--- config.mk ---
export PLATFORM = sky130hd
export DESIGN_NAME = out_port_flat
export DESIGN_NICKNAME = d
export VERILOG_FILES = /design/src/rtl/nibbler_pkg.sv /design/src/rtl/out_port_if.sv /design/src/rtl/nibble_fifo.sv /design/src/rtl/out_port.sv /design/src/flat_wrapper.sv
export SDC_FILE = /design/constraint.sdc
export NUM_CORES = 1
export LEC_CHECK = 0
export BUFFER_PORTS_ARGS = -buffer_cell sky130_fd_sc_hd__buf_2
export CAP_MARGIN = 0
export CORE_MARGIN = 5
export CORE_UTILIZATION = 55
export DETAILED_ROUTE_END_ITERATION = 7
export GPL_TIMING_DRIVEN = 0
export PLACE_DENSITY = 0.82
export SLEW_MARGIN = 20
export SYNTH_ARGS = -nofsm -noshare
export SYNTH_HDL_FRONTEND = slang
export SYNTH_SLANG_ARGS = --single-unit
--- constraint.sdc ---
create_clock -name clock -period 4 [get_ports clock]
set_clock_uncertainty 0.1 [all_clocks]
set_input_delay 0.6 -clock clock [delete_from_list [all_inputs] [get_ports clock]]
set_output_delay 0.6 -clock clock [all_outputs]
set_load 0.02 [all_outputs]
--- src/rtl/nibbler_pkg.sv ---
// Shared types and constants for the Nibbler CPU peripherals.
//   nibble_t       : 4-bit datum carried on the CPU data bus
//   OUT_FIFO_DEPTH : default queue depth of the output port
package nibbler_pkg;

  typedef logic [3:0] nibble_t;

  localparam int OUT_FIFO_DEPTH = 4;

endpackage

--- src/rtl/out_port_if.sv ---
// Consumer-side ready/valid stream of the output port.
//   out_data  : FIFO head nibble, meaningful while out_valid = 1
//   out_valid : FIFO non-empty
//   out_ready : consumer accepts out_data at this edge
// master = out_port (producer), slave = display driver / host link.
interface out_port_if;

  nibbler_pkg::nibble_t out_data;
  logic                 out_valid;
  logic                 out_ready;

  modport master (output out_data, output out_valid, input out_ready);
  modport slave  (input out_data, input out_valid, output out_ready);

endinterface

--- src/rtl/nibble_fifo.sv ---
// First-word-fall-through nibble queue.
//   clock, reset : system clock, synchronous active-low reset
//   push_i/din_i : write request and its data
//   pop_req_i    : consumer ready; ignored while empty
//   dout_o       : registered head entry (holds last popped value when empty)
//   valid_o      : queue non-empty
//   count_o      : occupancy 0..DEPTH
//   drop_o       : push rejected this cycle because the queue is full and not popping
module nibble_fifo
  import nibbler_pkg::*;
#(
  parameter  int DEPTH = OUT_FIFO_DEPTH,
  localparam int AW    = $clog2(DEPTH),
  localparam int CW    = AW + 1
) (
  input  logic          clock,
  input  logic          reset,
  input  logic          push_i,
  input  nibble_t       din_i,
  input  logic          pop_req_i,
  output nibble_t       dout_o,
  output logic          valid_o,
  output logic [CW-1:0] count_o,
  output logic          drop_o
);

  nibble_t       mem_q [DEPTH];
  logic [AW-1:0] rd_ptr_q, rd_ptr_d;
  logic [AW-1:0] wr_ptr_q, wr_ptr_d;
  logic [CW-1:0] count_q, count_d;
  nibble_t       head_q, head_d;

  logic empty, full, pop_ok, push_ok;

  assign empty   = (count_q == '0);
  assign full    = (count_q == CW'(DEPTH));
  assign pop_ok  = pop_req_i && !empty;
  // A pop at full frees the slot the push lands in, so both are accepted.
  assign push_ok = push_i && (!full || pop_ok);
  assign drop_o  = push_i && full && !pop_ok;

  always_comb begin
    // NOTE: every always_comb output gets a default first so no path leaves it unassigned (no latch).
    rd_ptr_d = rd_ptr_q + AW'(pop_ok);
    wr_ptr_d = wr_ptr_q + AW'(push_ok);
    count_d  = count_q + CW'(push_ok) - CW'(pop_ok);
    head_d   = head_q;
    // Pre-compute the head seen after this edge. The new head is the incoming
    // nibble only when it lands at the new read pointer (queue was empty, or
    // its single entry is popping); otherwise it is already in storage.
    if (count_d != '0) begin
      head_d = (push_ok && (rd_ptr_d == wr_ptr_q)) ? din_i : mem_q[rd_ptr_d];
    end
  end

  always_ff @(posedge clock) begin
    // NOTE: sequential state uses non-blocking assignments so every register samples pre-edge values.
    if (!reset) begin
      rd_ptr_q <= '0;
      wr_ptr_q <= '0;
      count_q  <= '0;
      head_q   <= '0;
    end else begin
      rd_ptr_q <= rd_ptr_d;
      wr_ptr_q <= wr_ptr_d;
      count_q  <= count_d;
      head_q   <= head_d;
    end
  end

  // NOTE: storage is deliberately not reset; occupancy and the head register guard every read.
  always_ff @(posedge clock) begin
    if (reset && push_ok) begin
      mem_q[wr_ptr_q] <= din_i;
    end
  end

  assign dout_o  = head_q;
  assign valid_o = !empty;
  assign count_o = count_q;

endmodule

--- src/rtl/out_port.sv ---
// Output port of the Nibbler CPU.
//   clock, reset : system clock, synchronous active-low reset
//   data_bus     : shared CPU data bus, sampled only while load_port = 1
//   load_port    : CPU output strobe, one write per high cycle
//   leds         : last nibble written, held until the next write
//   cons         : ready/valid stream of queued nibbles (master side)
//   overflow     : sticky, a write was dropped because the queue was full
//   clear_ovf    : clears overflow (a simultaneous drop wins)
//   count        : queue occupancy
// The block only listens to the data bus; it never drives it.
module out_port
  import nibbler_pkg::*;
#(
  parameter  int DEPTH = OUT_FIFO_DEPTH,
  localparam int CW    = $clog2(DEPTH) + 1
) (
  input  logic          clock,
  input  logic          reset,
  input  nibble_t       data_bus,
  input  logic          load_port,
  output nibble_t       leds,
  out_port_if.master    cons,
  output logic          overflow,
  input  logic          clear_ovf,
  output logic [CW-1:0] count
);

  nibble_t leds_q, leds_d;
  logic    ovf_q, ovf_d;
  logic    drop;
  nibble_t head;
  logic    head_valid;

  nibble_fifo #(.DEPTH(DEPTH)) u_fifo (
    .clock     (clock),
    .reset     (reset),
    .push_i    (load_port),
    .din_i     (data_bus),
    .pop_req_i (cons.out_ready),
    .dout_o    (head),
    .valid_o   (head_valid),
    .count_o   (count),
    .drop_o    (drop)
  );

  always_comb begin
    // The LED register takes every write, even ones the queue drops.
    leds_d = load_port ? data_bus : leds_q;
    // Set beats clear when both happen at the same edge.
    ovf_d  = ovf_q;
    if (drop) begin
      ovf_d = 1'b1;
    end else if (clear_ovf) begin
      ovf_d = 1'b0;
    end
  end

  always_ff @(posedge clock) begin
    if (!reset) begin
      leds_q <= '0;
      ovf_q  <= 1'b0;
    end else begin
      leds_q <= leds_d;
      ovf_q  <= ovf_d;
    end
  end

  assign leds           = leds_q;
  assign overflow       = ovf_q;
  assign cons.out_data  = head;
  assign cons.out_valid = head_valid;

endmodule

--- src/flat_wrapper.sv ---
// flat-port wrapper written by rule: the top's interface ports become plain ports
module out_port_flat import nibbler_pkg::*;
#(
  parameter  int DEPTH = OUT_FIFO_DEPTH,
  localparam int CW    = $clog2(DEPTH) + 1
)
  (clock, reset, data_bus, load_port, leds, overflow, clear_ovf, count, cons_out_data, cons_out_valid, cons_out_ready);
  out_port_if cons_i ();
  input  logic clock;
  input  logic reset;
  input  nibble_t data_bus;
  input  logic load_port;
  output nibble_t leds;
  output logic overflow;
  input  logic clear_ovf;
  output logic [CW-1:0] count;
  output wire logic [$bits(cons_i.out_data)-1:0] cons_out_data;
  output wire logic [$bits(cons_i.out_valid)-1:0] cons_out_valid;
  input wire logic [$bits(cons_i.out_ready)-1:0] cons_out_ready;
  assign cons_out_data = cons_i.out_data;
  assign cons_out_valid = cons_i.out_valid;
  assign cons_i.out_ready = cons_out_ready;
  out_port #(.DEPTH(DEPTH)) u_core (.clock(clock), .reset(reset), .data_bus(data_bus), .load_port(load_port), .leds(leds), .cons(cons_i), .overflow(overflow), .clear_ovf(clear_ovf), .count(count));
endmodule
=== After elaboration in Yosys (flattened, before gate mapping) ===
Memories as Yosys holds them, arrays and structs flattened. A register that Yosys moved wholly into a read port is not among the register bits.
Index checks and enable logic that the tools add are counted.
W data, S select, Z words.

* Flip-flop bits (word level): 12
* Bits in latches: 0
* RAM bits: 16
* Bits in read-only memories: 0
* Bits of input ports: 9
* Logic and storage cells: 28
* Memories: 1

* Add/subtract/negate cells: 4
* Multipliers: 0
* Divide/modulo/power cells: 0
* $lt $le $gt $ge: 0
* Eq/ne operators: 1
* Shift-type cells: 0
* Multiplexer cells: 4
* Bitwise gates (word level): 0
* Reductions and logical operators: 13

{| class="wikitable"
|+ Memory list
! memory !! depth !! bits a word !! rd ports !! clocked after Yosys merged registers in !! write ports !! RTL line !! source
|-
| u_core.u_fifo.mem_q || 4 || 4 || 1 || 1 || 1 || nibble_fifo.sv:27 || <nowiki>nibble_t mem_q [DEPTH];</nowiki>
|}

{| class="wikitable"
|+ Operator list
! cell !! count
|-
| $logic_and A1 B1 Y1 || 5
|-
| $add A2 B1 Y2 || 2
|-
| $logic_not A1 Y1 || 4
|-
| $mux W1 || 4
|-
| $add A3 B1 Y3 || 1
|-
| $eq A3 B3 Y1 const B || 1
|-
| $logic_not A3 Y1 || 1
|-
| $reduce_bool A3 Y1 || 1
|-
| $sub A3 B1 Y3 || 1
|-
| $reduce_bool A2 Y1 || 1
|-
| $logic_or A1 B1 Y1 || 1
|}

=== Depth between registers and ports, before layout ===
* Depth after elaboration: 8
* Gate-level depth with buffers: 11
* Depth with buffers taken out: 10

=== By module ===
A second synthesis with hierarchy kept.

* Cells, all modules: 100
* Area total of the unflattened synthesis: 1,378.8 um2

{| class="wikitable"
|+ By module, submodules not included
! module !! times used !! cells an instance !! area each (um2) !! seq. area each (um2)
|-
| nibble_fifo || 1 || 84 || 1,188.6 || 700.7
|-
| out_port || 1 || 16 || 190.2 || 100.1
|}

=== Worst setup path before layout ===
OpenSTA, ideal clock, no wires.

* Kind: input to register
* Start: input cons_out_ready
* End: register u_core.u_fifo.head_q[0], in the netlist u_core.u_fifo.dout_o[0] (read register of u_core.u_fifo.mem_q)
* Setup time: 0.118 ns
* Arrival: 2.951 ns
* Data required time: 3.782 ns
* Setup slack: 0.830 ns
* Stages on the path: 10
* Path buffers: 1
* Path through: or4b_2 -> nand2_1 -> o21ai_0 -> ha_1 -> fa_1 -> xnor3_1 -> or3_1 -> buf_6 -> o21ai_1 -> a21oi_1

* Word-level cells in the longest chain between the ends: 6
* Elaborated cells between the ends (all ways): 7
* Those cells by class: 3 x add/sub; 4 x reduce/logical

{| class="wikitable"
|+ Ends and longest elaborated chain
! item !! RTL line !! source
|-
| start: declaration || flat_wrapper.sv:19 || <nowiki>input wire logic [$bits(cons_i.out_ready)-1:0] cons_out_ready;</nowiki>
|-
| $logic_and A1 B1 Y1 * || nibble_fifo.sv:37 || <nowiki>assign pop_ok = pop_req_i && !empty;</nowiki>
|-
| $logic_or A1 B1 Y1 || nibble_fifo.sv:39 || <nowiki>assign push_ok = push_i && (!full || pop_ok);</nowiki>
|-
| $logic_and A1 B1 Y1 || nibble_fifo.sv:39 ||
|-
| $add A3 B1 Y3 || nibble_fifo.sv:46 || <nowiki>count_d = count_q + CW'(push_ok) - CW'(pop_ok);</nowiki>
|-
| $sub A3 B1 Y3 || nibble_fifo.sv:46 ||
|-
| $reduce_bool A3 Y1 || nibble_fifo.sv:51 || <nowiki>if (count_d != '0) begin</nowiki>
|-
| end: declaration || nibble_fifo.sv:31 || <nowiki>nibble_t head_q, head_d;</nowiki>
|}

Mark *: on every way between the ends. The rest lies on a longest branch, timed or not.
A chain may end at the register's enable or synchronous reset.

=== Worst setup path after layout ===
* Start: input cons_out_ready
* End: register u_core.u_fifo.head_q[3], in the netlist u_core.u_fifo.dout_o[3] (read register of u_core.u_fifo.mem_q)

The elaborated chain is that of the path after synthesis.

==> flow_metrics.tcl <==
set metrics [dict create \
    groute.usage.overall_pct 16.6 \
    grt_pass1_vias 846 \
    yosys_warnings 0 \
    multiInputGateArea_um2 561 \
    rsz0062_at_grt "no" \
    die_h_um 60.7 \
    hold_buffers 0 \
    detail_route.wl_per_cell_um 16.0 \
    clock-sinks 32 \
    grt_max_degree 11 \
    grt.overflow.total 0 \
    vdd_drop_max_v 0.000559 \
    max_freq_mhz 318 \
    vias_per_cell 5.44 \
    slowest_stage "or4b_2" \
    htreeDepth 2 \
    synth_seq_area_share_pct 56.5 \
    dpl.hpwl_mm 1.80 \
    pre_cts_slack_ns 0.534 \
    path_cells "buf_2 -> or4b_2 -> nand2_1 -> o21ai_0 -> ha_1 -> fa_1 -> xnor3_1 -> or3_1 -> buf_6 -> o21ai_1 -> a21oi_1" \
    reg2reg_from "u_core.u_fifo.count_o[1]$_SDFF_PN0_" \
    stdcell_count 158 \
    start_kind "primary input" \
    fin_tns_setup_ns 0 \
    final_util_pct 65.8 \
    cp_max_fo 8 \
    tightest_slew_ns 0.978 \
    first_iter_violations 36 \
    rows 18 \
    grt_pass1_wl_mm 4.15 \
    min_path_cells 1 \
    fin_crit_sh_pct 78.7 \
    drtAntennaViolNets 0 \
    cts_tree "built" \
    synth-edff-count 16 \
    whs_endpoint "u_core.u_fifo.mem_q[0][0]$_DFFE_PP_" \
    finalHoldViolations 0 \
    endpoint_kind "flip-flop" \
    hold_class "in2reg" \
    slowest_delay_ns 0.69 \
    routed_wl_mm 2.52 \
    synth_area_mm2 0.00142 \
    finalNetCount 139 \
    powerDensity_mw_per_mm2 735 \
    clk_pin_slew_ns 0.10 \
    antenna_found_initial 0 \
    area_growth_pct 15.0 \
    synth_ff_type "edfxtp_1" \
    relSlewSlack_pct 34.2 \
    finalWeightedCongestion 0.673 \
    num_io_pins 22 \
    start_util_pct 57.2 \
    synthArstFlopShare_pct 0 \
    clk_path_buf_depth 2 \
    synth_fp_nets 112 \
    drc 0 \
    drive_above_1_share_pct 28.9 \
    period_minus_slack_ns 3.15 \
    portBuffers 20 \
    arrival_ns 3.28 \
    num_vias 860 \
    regArea_um2 801 \
    reg2reg_slack_ns 0.87 \
    clock_latency_ns 0.34 \
    p_leak_uw 0.000664 \
    core_area_mm2 0.00248 \
    whs_ns 0.411 \
    dr.pass1.iters 4 \
    drv_slew 0 \
    cts_buffers 5 \
    fin_ws_ns 0.852 \
    postSynthCellCount 100 \
    layout_commonest_cell "buf_2" \
    n_antenna_cell 0 \
    finalSetupViolations 0 \
    cp.required_ns 4.13 \
    path_class "in2reg" \
    synth_cell_types 32 \
    r2r_end "u_core.u_fifo.dout_o[3]$_SDFFE_PN0P_" \
    dieArea_mm2 0.00369 \
    hold_path_startpoint "data_bus[0]" \
    die_w_um 60.7 \
    cts_resized 0 \
    worst-r2r-cell-count 10 \
    cts_setup_buffers 0 \
    ys_ff_latch 32 \
    most-common-layout-cells "buf_2 (20), dfxtp_1 (16), edfxtp_1 (16)" \
    dp_cells 150 \
    cap_violations 0 \
    fillers 207 \
    cts_root_buf "clkbuf_4" \
    outcome "completed" \
    synth.avg_cell_area_um2 14.2 \
]
## cell usage after synthesis (all sizes together) (2+ instances only)
library cell | n | area (um^2)
nor4 | 2 | 27.5
nand2 | 5 | 18.8
o21ai | 5 | 28.8
xor2 | 2 | 17.5
or3 | 2 | 12.5
mux2i | 8 | 80.1
a21oi | 5 | 25.0
nor2 | 3 | 11.3
nor2b | 6 | 37.5
mux4 | 4 | 97.6
dfxtp | 16 | 320
inv | 2 | 7.51
ha | 2 | 25.0
clkbuf | 2 | 17.5
xnor2 | 2 | 17.5
buf | 3 | 30.0
edfxtp | 16 | 480
and2 | 7 | 43.8
## registers in the layout, summed over array words and instances (netlist names)
signal / count
u_core.u_fifo.dout_o: 4
u_core.u_fifo.rd_ptr_q: 2
u_core.u_fifo.wr_ptr_q: 2
u_core.u_fifo.mem_q: 16
u_core.leds: 4
u_core.u_fifo.count_o: 3
u_core.overflow: 1
## critical path, delay by kind of cell
| family | cells | cell delay (ns) |
|---|---|---|
| AOI/OAI and AO/OA | 3 | 0.27 |
| xor gates and xnor gates | 1 | 0.38 |
| adders and majority gates | 2 | 0.58 |
| buffers and inverters | 2 | 0.28 |
| and+or+nand+nor | 3 | 1.17 |
## cell type report
type	count	area share, %
flip-flops and latches	32	49.2
plain buffers	5	2.92
multi-input cells	61	34.4
clock buffers	5	2.30
repair buffers	20	6.14
well taps	30	2.30
clock inverters	3	2.30
inverters	2	0.461
## power by group
group          internal [uW]  switching (uW)
Sequential               399            39.1
Combinational            262             263
Clock                    128             108
Total                    788             409
## worst max-delay path by stage
stage	depth (start not counted)	slack, ns	to	start
floorplan	10	0.83	u_core.u_fifo.dout_o[0]$_SDFFE_PN0P_	cons_out_ready
global placement	11	0.61	u_core.u_fifo.dout_o[3]$_SDFFE_PN0P_	cons_out_ready
detailed placement	11	0.53	u_core.u_fifo.dout_o[2]$_SDFFE_PN0P_	cons_out_ready
CTS	10	0.87	u_core.u_fifo.dout_o[2]$_SDFFE_PN0P_	u_core.u_fifo.count_o[1]$_SDFF_PN0_
global route	10	0.73	u_core.u_fifo.dout_o[3]$_SDFFE_PN0P_	u_core.u_fifo.count_o[1]$_SDFF_PN0_
finish	11	0.85	u_core.u_fifo.dout_o[3]$_SDFFE_PN0P_	cons_out_ready
## stage by stage
step / instance area (um^2) / power [uW]
final: 1630 / 1200
after global routing: 1630 / 1280
after CTS: 1630 / 1220
after detailed placement: 1550 / 976
after global placement: 1550 / 953
after floorplan: 1420 / 855
## cells by family (layout without fill, tap and decap cells)
| logic type | count (synthesis) | after routing | synth area share (%) |
|---|---|---|---|
| simple gates | 30 | 30 | 14.3 |
| fa+ha+maj | 3 | 3 | 3.18 |
| mux | 12 | 12 | 12.5 |
| flops | 32 | 32 | 56.5 |
| buf+inv | 7 | 35 | 3.89 |
| xor+xnor | 6 | 6 | 5.74 |
| compound gates | 10 | 10 | 3.80 |
## per-layer routing
| metal | vias to the layer above | wire [um] | GRT usage, % | part of all wire [%] |
|---|---|---|---|---|
| met5 | - | 0 | 0 | 0 |
| met4 | 0 | 36 | 5.57 | 1.4 |
| met3 | 7 | 135 | 7.66 | 5.4 |
| met2 | 20 | 1180 | 23.8 | 47 |
| met1 | 417 | 1170 | 22.4 | 46 |
| li1 | 416 | - | - | - |
Note: power is estimated with default switching activity, not from simulation.
